--- config.mk ---
export PLATFORM = sky130hd
export DESIGN_NAME = fir_coeff_reload_ctrl
export DESIGN_NICKNAME = d
export VERILOG_FILES = /design/src/rtl/fir_ctrl_pkg.sv /design/src/rtl/fir_coeff_buf.sv /design/src/rtl/fir_coeff_reload_ctrl.sv
export SDC_FILE = /design/constraint.sdc
export NUM_CORES = 1
export LEC_CHECK = 0
export CAP_MARGIN = 30
export CORE_MARGIN = 2
export CORE_UTILIZATION = 45
export CTS_CLUSTER_SIZE = 8
export DETAILED_ROUTE_END_ITERATION = 7
export PLACE_DENSITY = 0.74
export REMOVE_ABC_BUFFERS = 1
export SLEW_MARGIN = 20
export SYNTH_ARGS = -nofsm -noshare
export SYNTH_HDL_FRONTEND = slang
export SYNTH_SLANG_ARGS = --single-unit
--- constraint.sdc ---
create_clock -name clkfir -period 3.6 [get_ports clkfir]
set_input_delay 0.36 -clock clkfir [delete_from_list [all_inputs] [get_ports clkfir]]
set_output_delay 0.36 -clock clkfir [all_outputs]
set_load 0.02 [all_outputs]
--- src/rtl/fir_ctrl_pkg.sv ---
// Shared types and constants for the FIR coefficient reload controller.
package fir_ctrl_pkg;

  typedef enum logic [1:0] {
    IDLE,
    DRAIN,
    RELOAD,
    CONFIG
  } state_e;

  localparam int unsigned COEFF_W_DEF = 16;

  localparam int unsigned ERR_TLAST   = 0;
  localparam int unsigned ERR_WR_BUSY = 1;
  localparam int unsigned ERR_REQ_OVR = 2;
  localparam int unsigned ERR_TIMEOUT = 3;

  localparam logic [7:0] CONFIG_WORD = 8'h00;

endpackage

--- src/rtl/fir_coeff_buf.sv ---
// Tap buffer: NUM_TAPS x COEFF_W simple dual-port RAM, synchronous write, registered read.
module fir_coeff_buf #(
  parameter  int unsigned NUM_TAPS = 21,
  parameter  int unsigned COEFF_W  = 16,
  localparam int unsigned ADDR_W   = $clog2(NUM_TAPS)
) (
  input  logic               clk_i,
  input  logic               wr_en_i,
  input  logic [ADDR_W-1:0]  wr_addr_i,
  input  logic [COEFF_W-1:0] wr_data_i,
  input  logic [ADDR_W-1:0]  rd_addr_i,
  output logic [COEFF_W-1:0] rd_data_o
);

  logic [COEFF_W-1:0] mem_q [NUM_TAPS];
  logic [COEFF_W-1:0] rd_data_q;

  always_ff @(posedge clk_i) begin
    if (wr_en_i) begin
      mem_q[wr_addr_i] <= wr_data_i;
    end
    rd_data_q <= mem_q[rd_addr_i];
  end

  assign rd_data_o = rd_data_q;

endmodule

--- src/rtl/fir_coeff_reload_ctrl.sv ---
// Run-time coefficient reload sequencer: gate, drain, stream taps, send config, ungate.
// Optional stall timeout is enabled by defining FIR_RELOAD_TIMEOUT_EN.
module fir_coeff_reload_ctrl
  import fir_ctrl_pkg::*;
#(
  parameter  int unsigned NUM_TAPS       = 21,
  parameter  int unsigned COEFF_W        = COEFF_W_DEF,
  parameter  int unsigned DRAIN_CYCLES   = 64,
  parameter  int unsigned TIMEOUT_CYCLES = 4096,
  localparam int unsigned ADDR_W         = $clog2(NUM_TAPS)
) (
  input  logic               clkfir,
  input  logic               reset,
  input  logic               coef_wr_en,
  input  logic [ADDR_W-1:0]  coef_wr_addr,
  input  logic [COEFF_W-1:0] coef_wr_data,
  input  logic               reload_req,
  input  logic               err_clr,
  output logic               reload_tvalid,
  input  logic               reload_tready,
  output logic               reload_tlast,
  output logic [COEFF_W-1:0] reload_tdata,
  output logic               config_tvalid,
  input  logic               config_tready,
  output logic [7:0]         config_tdata,
  input  logic               evt_tlast_miss,
  input  logic               evt_tlast_unex,
  output logic               data_gate,
  output logic               busy,
  output logic               done,
  output logic [3:0]         err_flags
);

  localparam int unsigned IDX_W   = ADDR_W + 1;
  localparam int unsigned DRAIN_W = $clog2(DRAIN_CYCLES + 1);
  localparam logic [IDX_W-1:0]   NUM_TAPS_I = IDX_W'(NUM_TAPS);
  localparam logic [IDX_W-1:0]   LAST_IDX   = IDX_W'(NUM_TAPS - 1);
  localparam logic [DRAIN_W-1:0] DRAIN_LAST = DRAIN_W'(DRAIN_CYCLES - 1);

  state_e             state_q, state_d;
  logic [DRAIN_W-1:0] cnt_q, cnt_d;
  logic [IDX_W-1:0]   ld_idx_q, ld_idx_d;
  logic               tvalid_q, tvalid_d;
  logic               tlast_q, tlast_d;
  logic [COEFF_W-1:0] tdata_q, tdata_d;
  logic               cfg_valid_q, cfg_valid_d;
  logic               gate_q, gate_d;
  logic               done_q, done_d;
  logic [3:0]         err_q, err_d, err_set;
  logic               timeout;

  logic               buf_wr_en;
  logic [ADDR_W-1:0]  buf_rd_addr;
  logic [COEFF_W-1:0] buf_rd_data;

  assign busy      = (state_q != IDLE);
  assign buf_wr_en = coef_wr_en && !busy && ({1'b0, coef_wr_addr} < NUM_TAPS_I);
  // Reading at the next-state index keeps buf_rd_data == tap[ld_idx_q] every cycle,
  // so the output register can reload on the same edge a beat completes.
  assign buf_rd_addr = (ld_idx_d < NUM_TAPS_I) ? ld_idx_d[ADDR_W-1:0] : '0;

  fir_coeff_buf #(
    .NUM_TAPS (NUM_TAPS),
    .COEFF_W  (COEFF_W)
  ) u_buf (
    .clk_i     (clkfir),
    .wr_en_i   (buf_wr_en),
    .wr_addr_i (coef_wr_addr),
    .wr_data_i (coef_wr_data),
    .rd_addr_i (buf_rd_addr),
    .rd_data_o (buf_rd_data)
  );

`ifdef FIR_RELOAD_TIMEOUT_EN
  localparam int unsigned STALL_W = $clog2(TIMEOUT_CYCLES + 1);
  localparam logic [STALL_W-1:0] STALL_LAST = STALL_W'(TIMEOUT_CYCLES - 1);

  logic [STALL_W-1:0] stall_q, stall_d;
  logic               stalled;

  always_comb begin
    stalled = ((state_q == RELOAD) && tvalid_q && !reload_tready) ||
              ((state_q == CONFIG) && cfg_valid_q && !config_tready);
    timeout = stalled && (stall_q == STALL_LAST);
    stall_d = (stalled && !timeout) ? stall_q + 1'b1 : '0;
  end

  always_ff @(posedge clkfir) begin
    if (reset) begin
      stall_q <= '0;
    end else begin
      stall_q <= stall_d;
    end
  end
`else
  logic unused_timeout_cfg;
  assign unused_timeout_cfg = ^TIMEOUT_CYCLES;
  assign timeout            = 1'b0;
`endif

  always_comb begin
    state_d     = state_q;
    cnt_d       = cnt_q;
    ld_idx_d    = ld_idx_q;
    tvalid_d    = tvalid_q;
    tlast_d     = tlast_q;
    tdata_d     = tdata_q;
    cfg_valid_d = cfg_valid_q;
    gate_d      = gate_q;
    done_d      = 1'b0;

    unique case (state_q)
      IDLE: begin
        ld_idx_d = '0;
        if (reload_req) begin
          state_d = DRAIN;
          cnt_d   = '0;
          gate_d  = 1'b1;
        end
      end
      DRAIN: begin
        if (cnt_q == DRAIN_LAST) begin
          state_d = RELOAD;
        end else begin
          cnt_d = cnt_q + 1'b1;
        end
      end
      RELOAD: begin
        if (tvalid_q && reload_tready) begin
          tvalid_d = 1'b0;
          tlast_d  = 1'b0;
          if (tlast_q) begin
            state_d     = CONFIG;
            cfg_valid_d = 1'b1;
          end
        end
        if ((!tvalid_q || reload_tready) && (ld_idx_q != NUM_TAPS_I)) begin
          tvalid_d = 1'b1;
          tdata_d  = buf_rd_data;
          tlast_d  = (ld_idx_q == LAST_IDX);
          ld_idx_d = ld_idx_q + 1'b1;
        end
      end
      CONFIG: begin
        if (cfg_valid_q && config_tready) begin
          state_d     = IDLE;
          cfg_valid_d = 1'b0;
          gate_d      = 1'b0;
          done_d      = 1'b1;
        end
      end
      default: state_d = IDLE;
    endcase

    if (timeout) begin
      state_d     = IDLE;
      tvalid_d    = 1'b0;
      tlast_d     = 1'b0;
      cfg_valid_d = 1'b0;
      gate_d      = 1'b0;
      done_d      = 1'b0;
    end
  end

  always_comb begin
    err_set              = '0;
    err_set[ERR_TLAST]   = evt_tlast_miss | evt_tlast_unex;
    err_set[ERR_WR_BUSY] = coef_wr_en & busy;
    err_set[ERR_REQ_OVR] = reload_req & busy;
    err_set[ERR_TIMEOUT] = timeout;
    err_d                = (err_clr ? '0 : err_q) | err_set;
  end

  always_ff @(posedge clkfir) begin
    if (reset) begin
      state_q     <= IDLE;
      cnt_q       <= '0;
      ld_idx_q    <= '0;
      tvalid_q    <= 1'b0;
      tlast_q     <= 1'b0;
      tdata_q     <= '0;
      cfg_valid_q <= 1'b0;
      gate_q      <= 1'b0;
      done_q      <= 1'b0;
      err_q       <= '0;
    end else begin
      state_q     <= state_d;
      cnt_q       <= cnt_d;
      ld_idx_q    <= ld_idx_d;
      tvalid_q    <= tvalid_d;
      tlast_q     <= tlast_d;
      tdata_q     <= tdata_d;
      cfg_valid_q <= cfg_valid_d;
      gate_q      <= gate_d;
      done_q      <= done_d;
      err_q       <= err_d;
    end
  end

  assign reload_tvalid = tvalid_q;
  assign reload_tlast  = tlast_q;
  assign reload_tdata  = tdata_q;
  assign config_tvalid = cfg_valid_q;
  assign config_tdata  = CONFIG_WORD;
  assign data_gate     = gate_q;
  assign done          = done_q;
  assign err_flags     = err_q;

endmodule
==> results of run 1 <==
==> routing by layer <==
metal,part of all wire,global-route usage,wire length [um],up-vias
li1,-,-,-,4779
met1,0.40,0.306,16900,5425
met2,0.48,0.376,20200,624
met3,0.089,0.0409,3750,102
met4,0.033,0.0899,1380,0
met5,0,0,0,-
==> registers in the layout, summed over array words and instances, names as in the netlist <==
signal,flops
err_flags,3
u_buf.rd_data_o,16
cnt_q,7
done,1
reload_tvalid,1
reload_tlast,1
config_tvalid,1
state_q,2
reload_tdata,16
data_gate,1
ld_idx_q,6
u_buf.mem_q,336
==> critical path, delay by kind of cell (launching register included) <==
kind                       cells  cell delay (ns)
buffers and inverters          4             0.78
adders and majority gates      1             0.30
DFF                            1             0.33
and+or+nand+nor                1             0.10
AOI/OAI and AO/OA              6             1.76
==> synthesized netlist by cell type (all sizes together) (2+ instances only) <==
master,instances,area share
xor2,4,0.0022
a311oi,17,0.0094
or3,3,0.0015
o221ai,32,0.018
nor2b,2,0.00079
inv,23,0.0054
nor3,35,0.011
a22oi,2,0.00095
clkbuf,61,0.014
and4,3,0.0017
a21o,32,0.015
buf,29,0.011
or3b,2,0.0011
a32o,16,0.010
nand3b,4,0.0019
ha,9,0.0071
a21oi,29,0.0094
a31oi,19,0.0098
mux2i,5,0.0032
o22ai,16,0.0063
o32ai,17,0.0094
and3,18,0.0071
a221oi,2,0.0011
o31a,16,0.0088
o211ai,2,0.0013
o21ai,72,0.023
o311a,16,0.010
mux2,3,0.0021
dfxtp,55,0.069
a211oi,18,0.0085
nor2,144,0.035
o311ai,16,0.0088
edfxtp,336,0.64
nand2b,4,0.0016
nand4,3,0.0012
nand2,72,0.017
nand3,30,0.0098
==> report_power, final <==
group | leakage [nW] | switching (W) | internal (W) | total (W)
Clock | 0.736 | 0.00183 | 0.00281 | 0.00464
Combinational | 2.04 | 0.00157 | 0.000773 | 0.00234
Sequential | 3.47 | 0.000107 | 0.00511 | 0.00522
==> cell families after synthesis <==
kind of cell | Yosys count
buf+inv | 113
other cells | 1
simple gates | 324
xor+xnor | 5
compound gates | 330
fa+ha+maj | 9
flops | 391
mux | 8
==> worst min path at each step <==
stage | start | slack [ns] | endpoint
2_1_floorplan | u_buf.rd_data_o[0] | 0.41 | reload_tdata[0]
3_3_place_gp | u_buf.rd_data_o[7] | 0.42 | reload_tdata[7]
3_5_place_dp | u_buf.rd_data_o[11] | 0.43 | reload_tdata[11]
4_1_cts | evt_tlast_miss | 0.39 | err_flags[0]
5_1_grt | evt_tlast_unex | 0.40 | err_flags[0]
6_report | evt_tlast_miss | 0.40 | err_flags[0]
==> area by class of cell <==
type,count,area [sq um]
Fill cell,2769,15900
Sequential cell,391,11200
Timing Repair Buffer,121,1140
Clock inverter,2,50.0
Clock buffer,96,1510
Inverter,23,86.3
Multi-Input combinational cell,685,4220
Tap cell,455,569
==> through the flow <==
stage           util  area, sq um  cells
2_1_floorplan      -        15500   1099
3_3_place_gp   0.497        17200   1675
3_5_place_dp   0.497        17200   1675
4_1_cts        0.542        18800   1773
5_1_grt        0.542        18800   1773
6_report       0.542        18800   1773
==> timing repair <==
item                                   CTS  global route
hold buffers                             0             0
setup endpoints to repair                0            16
endpoints found under the hold margin    0             0
resized for setup                        0             2
==> results.py, run 1 <==
metrics = {
    "worst_setup_path": {
        "endpoint": "u_buf.rd_data_o[12]",
        "crit_path_frequent_cell": "inv_1",
        "reg2reg_from": "state_q[0]",
        "r2r-end": "u_buf.rd_data_o[12]",
        "arrival_ns": 3.85,
        "worstPathCellList": "inv_1 -> ha_2 -> inv_1 -> a211o_1 -> a31o_1 -> o31ai_4 -> buf_4 -> nand2_2 -> buf_12 -> a311oi_1 -> a32o_1 -> o311ai_1",
        "worstPathMaxFanout": 48,
        "cp-startpoint": "state_q[0]",
        "endpoint_kind": "flip-flop",
        "slowest_delay_ns": 0.35,
        "cpMaxStageDelayCell": "a211o_1",
        "crit_type": "flip-flop to flip-flop",
        "cp.required_ns": 4.02,
        "reg2reg_depth": 12,
        "r2r_setup_slack_ns": 0.18,
        "cp-start-kind": "flip-flop",
    },
    "pwr": {
        "power_density_nw_per_um2": 650,
        "p_leak_nw": 6.25,
        "power_w": 0.0122,
        "peakVddDrop_mv": 0.450,
    },
    "synth": {
        "synth-adder-area-share": 0.00711,
        "async_flop_share": 0,
        "yosysWarnings": 0,
        "synthMuxAreaShare": 0.00529,
        "synth_top_family_by_area": "compound AO/OA/AOI/OAI gates",
        "synth_flop_cell": "edfxtp_1",
        "synth-simple-area-share": 0.0921,
        "synth_xor_area_frac": 0.00276,
        "yosys.cell_types.count": 65,
        "synth-compound-area-share": 0.155,
        "synth-edff-count": 336,
        "seq_area_frac_synth": 0.706,
        "postSynthCellCount": 1181,
        "synth.cell_area_sq_um": 15800,
        "syn_area_per_cell_sq_um": 13.4,
        "synth_seq_cells": 391,
    },
    "clocking": {
        "cts_tree": "built",
        "post-cts-setup-buffers": 0,
        "clock_path_buffers": 3,
        "root_buffer": "clkbuf_16",
        "clock-sinks": 391,
        "worstSkewPairLatency_ns": 0.58,
        "clk_pin_slew_ns": 0.05,
        "h-tree-depth": 2,
        "cts_buffers": 54,
    },
    "timing": {
        "worstMarginPinSlew_ns": 0.967,
        "clock.fmax_mhz": 292,
        "period_share": 0.951,
        "hold_violations": 0,
        "setup_slack_ns": 0.175,
        "skew_ns": 0.0312,
        "holdWs_ns": 0.396,
        "grt_setup_unrepaired": "false",
        "relSlewSlack": 0.353,
        "period_minus_slack_ns": 3.42,
        "tns_ns": 0,
        "setup_viol": 0,
        "drv_slew": 0,
    },
    "final_layout": {
        "num_antenna_cells": 0,
        "area_delta_synth_final_pct": 18.5,
        "final_common_cell": "edfxtp_1",
        "layout_common_cells": "336 x edfxtp_1, 140 x nor2_1, 71 x nand2_1",
        "final_layout_size_suffix_gt1_frac": 0.113,
        "nets": 1315,
    },
    "hold_path": {
        "hp-class": "input pin to flip-flop",
        "hold_path_depth": 3,
    },
    "placed_design": {
        "place_ws_ns": 0.128,
        "port_buffers": 54,
        "place_hpwl_um": 25400,
        "gp_congestion": 0.883,
    },
    "grt": {
        "antenna_found_initial": 0,
        "gr-total-overflow": 0,
        "grt_pass1_vias": 10640,
        "track_usage": 0.230,
        "grt_max_degree": 81,
        "grt_pass1_wl_um": 63600,
    },
    "floorplan": {
        "start_util": 0.458,
        "fp.dieW_um": 192,
        "dieArea_sq_um": 36700,
        "die_h_um": 192,
        "core_area_sq_um": 34600,
        "ioPinCount": 64,
        "row_count": 68,
    },
    "drt": {
        "drt-total-wl_um": 42200,
        "drt_pre_antenna_iters": 7,
        "ant_nets": 0,
        "via_per_inst": 6.16,
        "wl_per_cell_um": 23.8,
        "drc": 0,
        "drt_iter0_markers": 1380,
        "vias": 10930,
    },
    "outcome": {
        "status": "finished, final reports clean",
    },
    "run": {
        "cap_violations": 0,
    },
}
Note: power is estimated with default switching activity, not from simulation.
==> run 2, diff against run 1 <==
SLEW_MARGIN = default   (was 20)
==> results of run 2 <==
Same layout as run 1: the final DEF is identical, and so are final timing and power.
==> run 3, diff against run 2 <==
GPL_ROUTABILITY_DRIVEN = 0   (was default)
==> run 3 against run 2 <==
  * Combinational power is 2% higher
  * Final area increased by 0.25%
  * First-iteration DRC count decreased by 12%
  * Sequential cell count is the same
  * Clock skew down 0.013 ns
==> results.py, run 3 (synthesis gave the netlist of run 1 again) <==
metrics = {
    "drt": {
        "wl_met3_um": 4360,
        "drt-total-wl_um": 42300,
        "wl_per_cell_um": 23.7,
        "drc": 0,
        "wirelength_met1_um": 16400,
        "drt_pre_antenna_iters": 5,
        "ant_nets": 0,
        "top_layer": "met4",
        "via_per_inst": 6.18,
        "wl_met2_um": 19800,
        "drt_iter0_markers": 1208,
        "vias": 11006,
    },
    "floorplan": {
        "fp.dieW_um": 192,
        "start_util": 0.458,
        "die_h_um": 192,
        "dieArea_sq_um": 36700,
        "row_count": 68,
        "core_area_sq_um": 34600,
        "ioPinCount": 64,
    },
    "timing": {
        "worstMarginPinSlew_ns": 0.991,
        "grt_setup_unrepaired": "false",
        "relSlewSlack": 0.337,
        "holdWs_ns": 0.406,
        "skew_ns": 0.0178,
        "period_minus_slack_ns": 3.41,
        "tns_ns": 0,
        "period_share": 0.947,
        "drv_slew": 0,
        "setup_slack_ns": 0.192,
        "hold_violations": 0,
        "clock.fmax_mhz": 293,
        "setup_viol": 0,
    },
    "pwr": {
        "pwr-share-clk": 0.381,
        "seqPwrFrac": 0.426,
        "p_leak_nw": 6.28,
        "power_switching_w": 0.00349,
        "power_density_nw_per_um2": 651,
        "cell_internal_pwr_w": 0.00876,
        "peakVddDrop_mv": 0.559,
        "comb_power_share": 0.194,
        "switching_share": 0.285,
    },
    "worst_setup_path": {
        "crit_type": "flip-flop to flip-flop",
        "r2r-end": "u_buf.rd_data_o[6]",
        "r2r_setup_slack_ns": 0.19,
        "reg2reg_depth": 11,
        "crit_path_frequent_cell": "inv_1",
        "reg2reg_from": "state_q[0]",
        "cp.required_ns": 4.07,
        "slowest_delay_ns": 0.51,
        "cpMaxStageDelayCell": "o32ai_1",
        "worstPathCellList": "inv_1 -> ha_2 -> inv_1 -> a211o_1 -> a31o_1 -> o31ai_4 -> nand2_1 -> buf_12 -> o32ai_1 -> o221ai_1 -> o311ai_1",
        "endpoint_kind": "flip-flop",
        "arrival_ns": 3.88,
        "worstPathMaxFanout": 20,
        "cp-start-kind": "flip-flop",
    },
    "final_layout": {
        "largest_register_ffs": 336,
        "nets": 1321,
        "final_layout_size_suffix_gt1_frac": 0.118,
        "layout_common_cells": "336 x edfxtp_1, 140 x nor2_1, 71 x nand2_1",
        "num_antenna_cells": 0,
        "area_delta_synth_final_pct": 18.8,
        "final_common_cell": "edfxtp_1",
        "top_register": "u_buf.mem_q",
        "final_util": 0.543,
    },
    "run": {
        "cap_violations": 0,
    },
    "placed_design": {
        "place_ws_ns": 0.173,
        "port_buffers": 54,
        "place_hpwl_um": 25500,
    },
    "hold_path": {
        "hold_path_depth": 3,
        "hp-class": "input pin to flip-flop",
        "min_from": "evt_tlast_unex",
        "whs_endpoint": "err_flags[0]",
    },
    "grt": {
        "track_usage": 0.233,
        "grt_max_degree": 81,
        "gr-total-overflow": 0,
        "antenna_found_initial": 0,
        "grt_pass1_vias": 10948,
        "grt_pass1_wl_um": 64700,
    },
    "clocking": {
        "clk_pin_slew_ns": 0.05,
        "clock-sinks": 391,
        "cts_tree": "built",
        "cts_buffers": 54,
        "worstSkewPairLatency_ns": 0.57,
        "root_buffer": "clkbuf_16",
        "post-cts-setup-buffers": 0,
        "h-tree-depth": 2,
        "clock_path_buffers": 3,
    },
    "outcome": {
        "status": "finished, final reports clean",
    },
}
==> run 3: cell types whose count changed in the layout (fill, tap and decap cells not counted), sizes merged <==
cell / change
buf: +6
clkbuf: +2
clkinv: -1
inv: +1
==> run 3: cell type report <==
class                      instances  area [sq um]
clock buffer                      98          1540
clock inverter                     2          28.8
fill                            2771         15800
inverter                          23          86.3
multi-input combinational        685          4230
sequential                       391         11200
tap                              455           569
timing repair buffer             127          1180
==> run 3: power groups by stage <==
stage / Sequential (W) / Clock, W / Combinational, W
5_1_grt: 0.00523 / 0.00491 / 0.00257
4_1_cts: 0.00521 / 0.00471 / 0.00234
6_report: 0.00521 / 0.00466 / 0.00238
3_5_place_dp: 0.00529 / 0 / 0.00232
2_1_floorplan: 0.00534 / 0 / 0.00123
3_3_place_gp: 0.00530 / 0 / 0.00226
==> run 3: routing by layer <==
layer | global-route usage | vias to the layer above
li1 | - | 4787
met1 | 0.313 | 5422
met2 | 0.372 | 688
met3 | 0.0413 | 109
met4 | 0.108 | 0
met5 | 0 | -
==> run 3: metrics by stage <==
step                instances  total power [W]  area (sq um)
floorplan                1099          0.00657         15500
global placement         1681          0.00756         17200
detailed placement       1681          0.00761         17200
CTS                      1781           0.0123         18800
global route             1781           0.0127         18800
finish                   1781           0.0122         18800
==> run 3: worst max-delay path by stage <==
stage                                     end  slack, ns           from  cells after the start
after global placement    u_buf.rd_data_o[12]       0.22  reload_tready                     10
after detailed placement   u_buf.rd_data_o[6]       0.17  reload_tready                     11
after floorplan            u_buf.rd_data_o[0]      -1.56     state_q[0]                     10
final                      u_buf.rd_data_o[6]       0.19     state_q[0]                     11
after CTS                  u_buf.rd_data_o[6]       0.11     state_q[0]                     11
after global routing       u_buf.rd_data_o[6]        0.1     state_q[0]                     12
==> run 3: repair_timing <==
item                                    in CTS  in global routing
resized for setup                            0                  3
endpoints found under the setup margin       0                 16
hold buffers                                 0                  0
==> run 3: worst max-delay path: cells and delay by family (launching register included) <==
family	cells	cell delay (ns)
AND/OR/NAND/NOR	1	0.23
flip-flops	1	0.33
AO/OA/AOI/OAI	6	1.97
buffers and inverters	3	0.48
adder cells (fa/ha/maj)	1	0.29
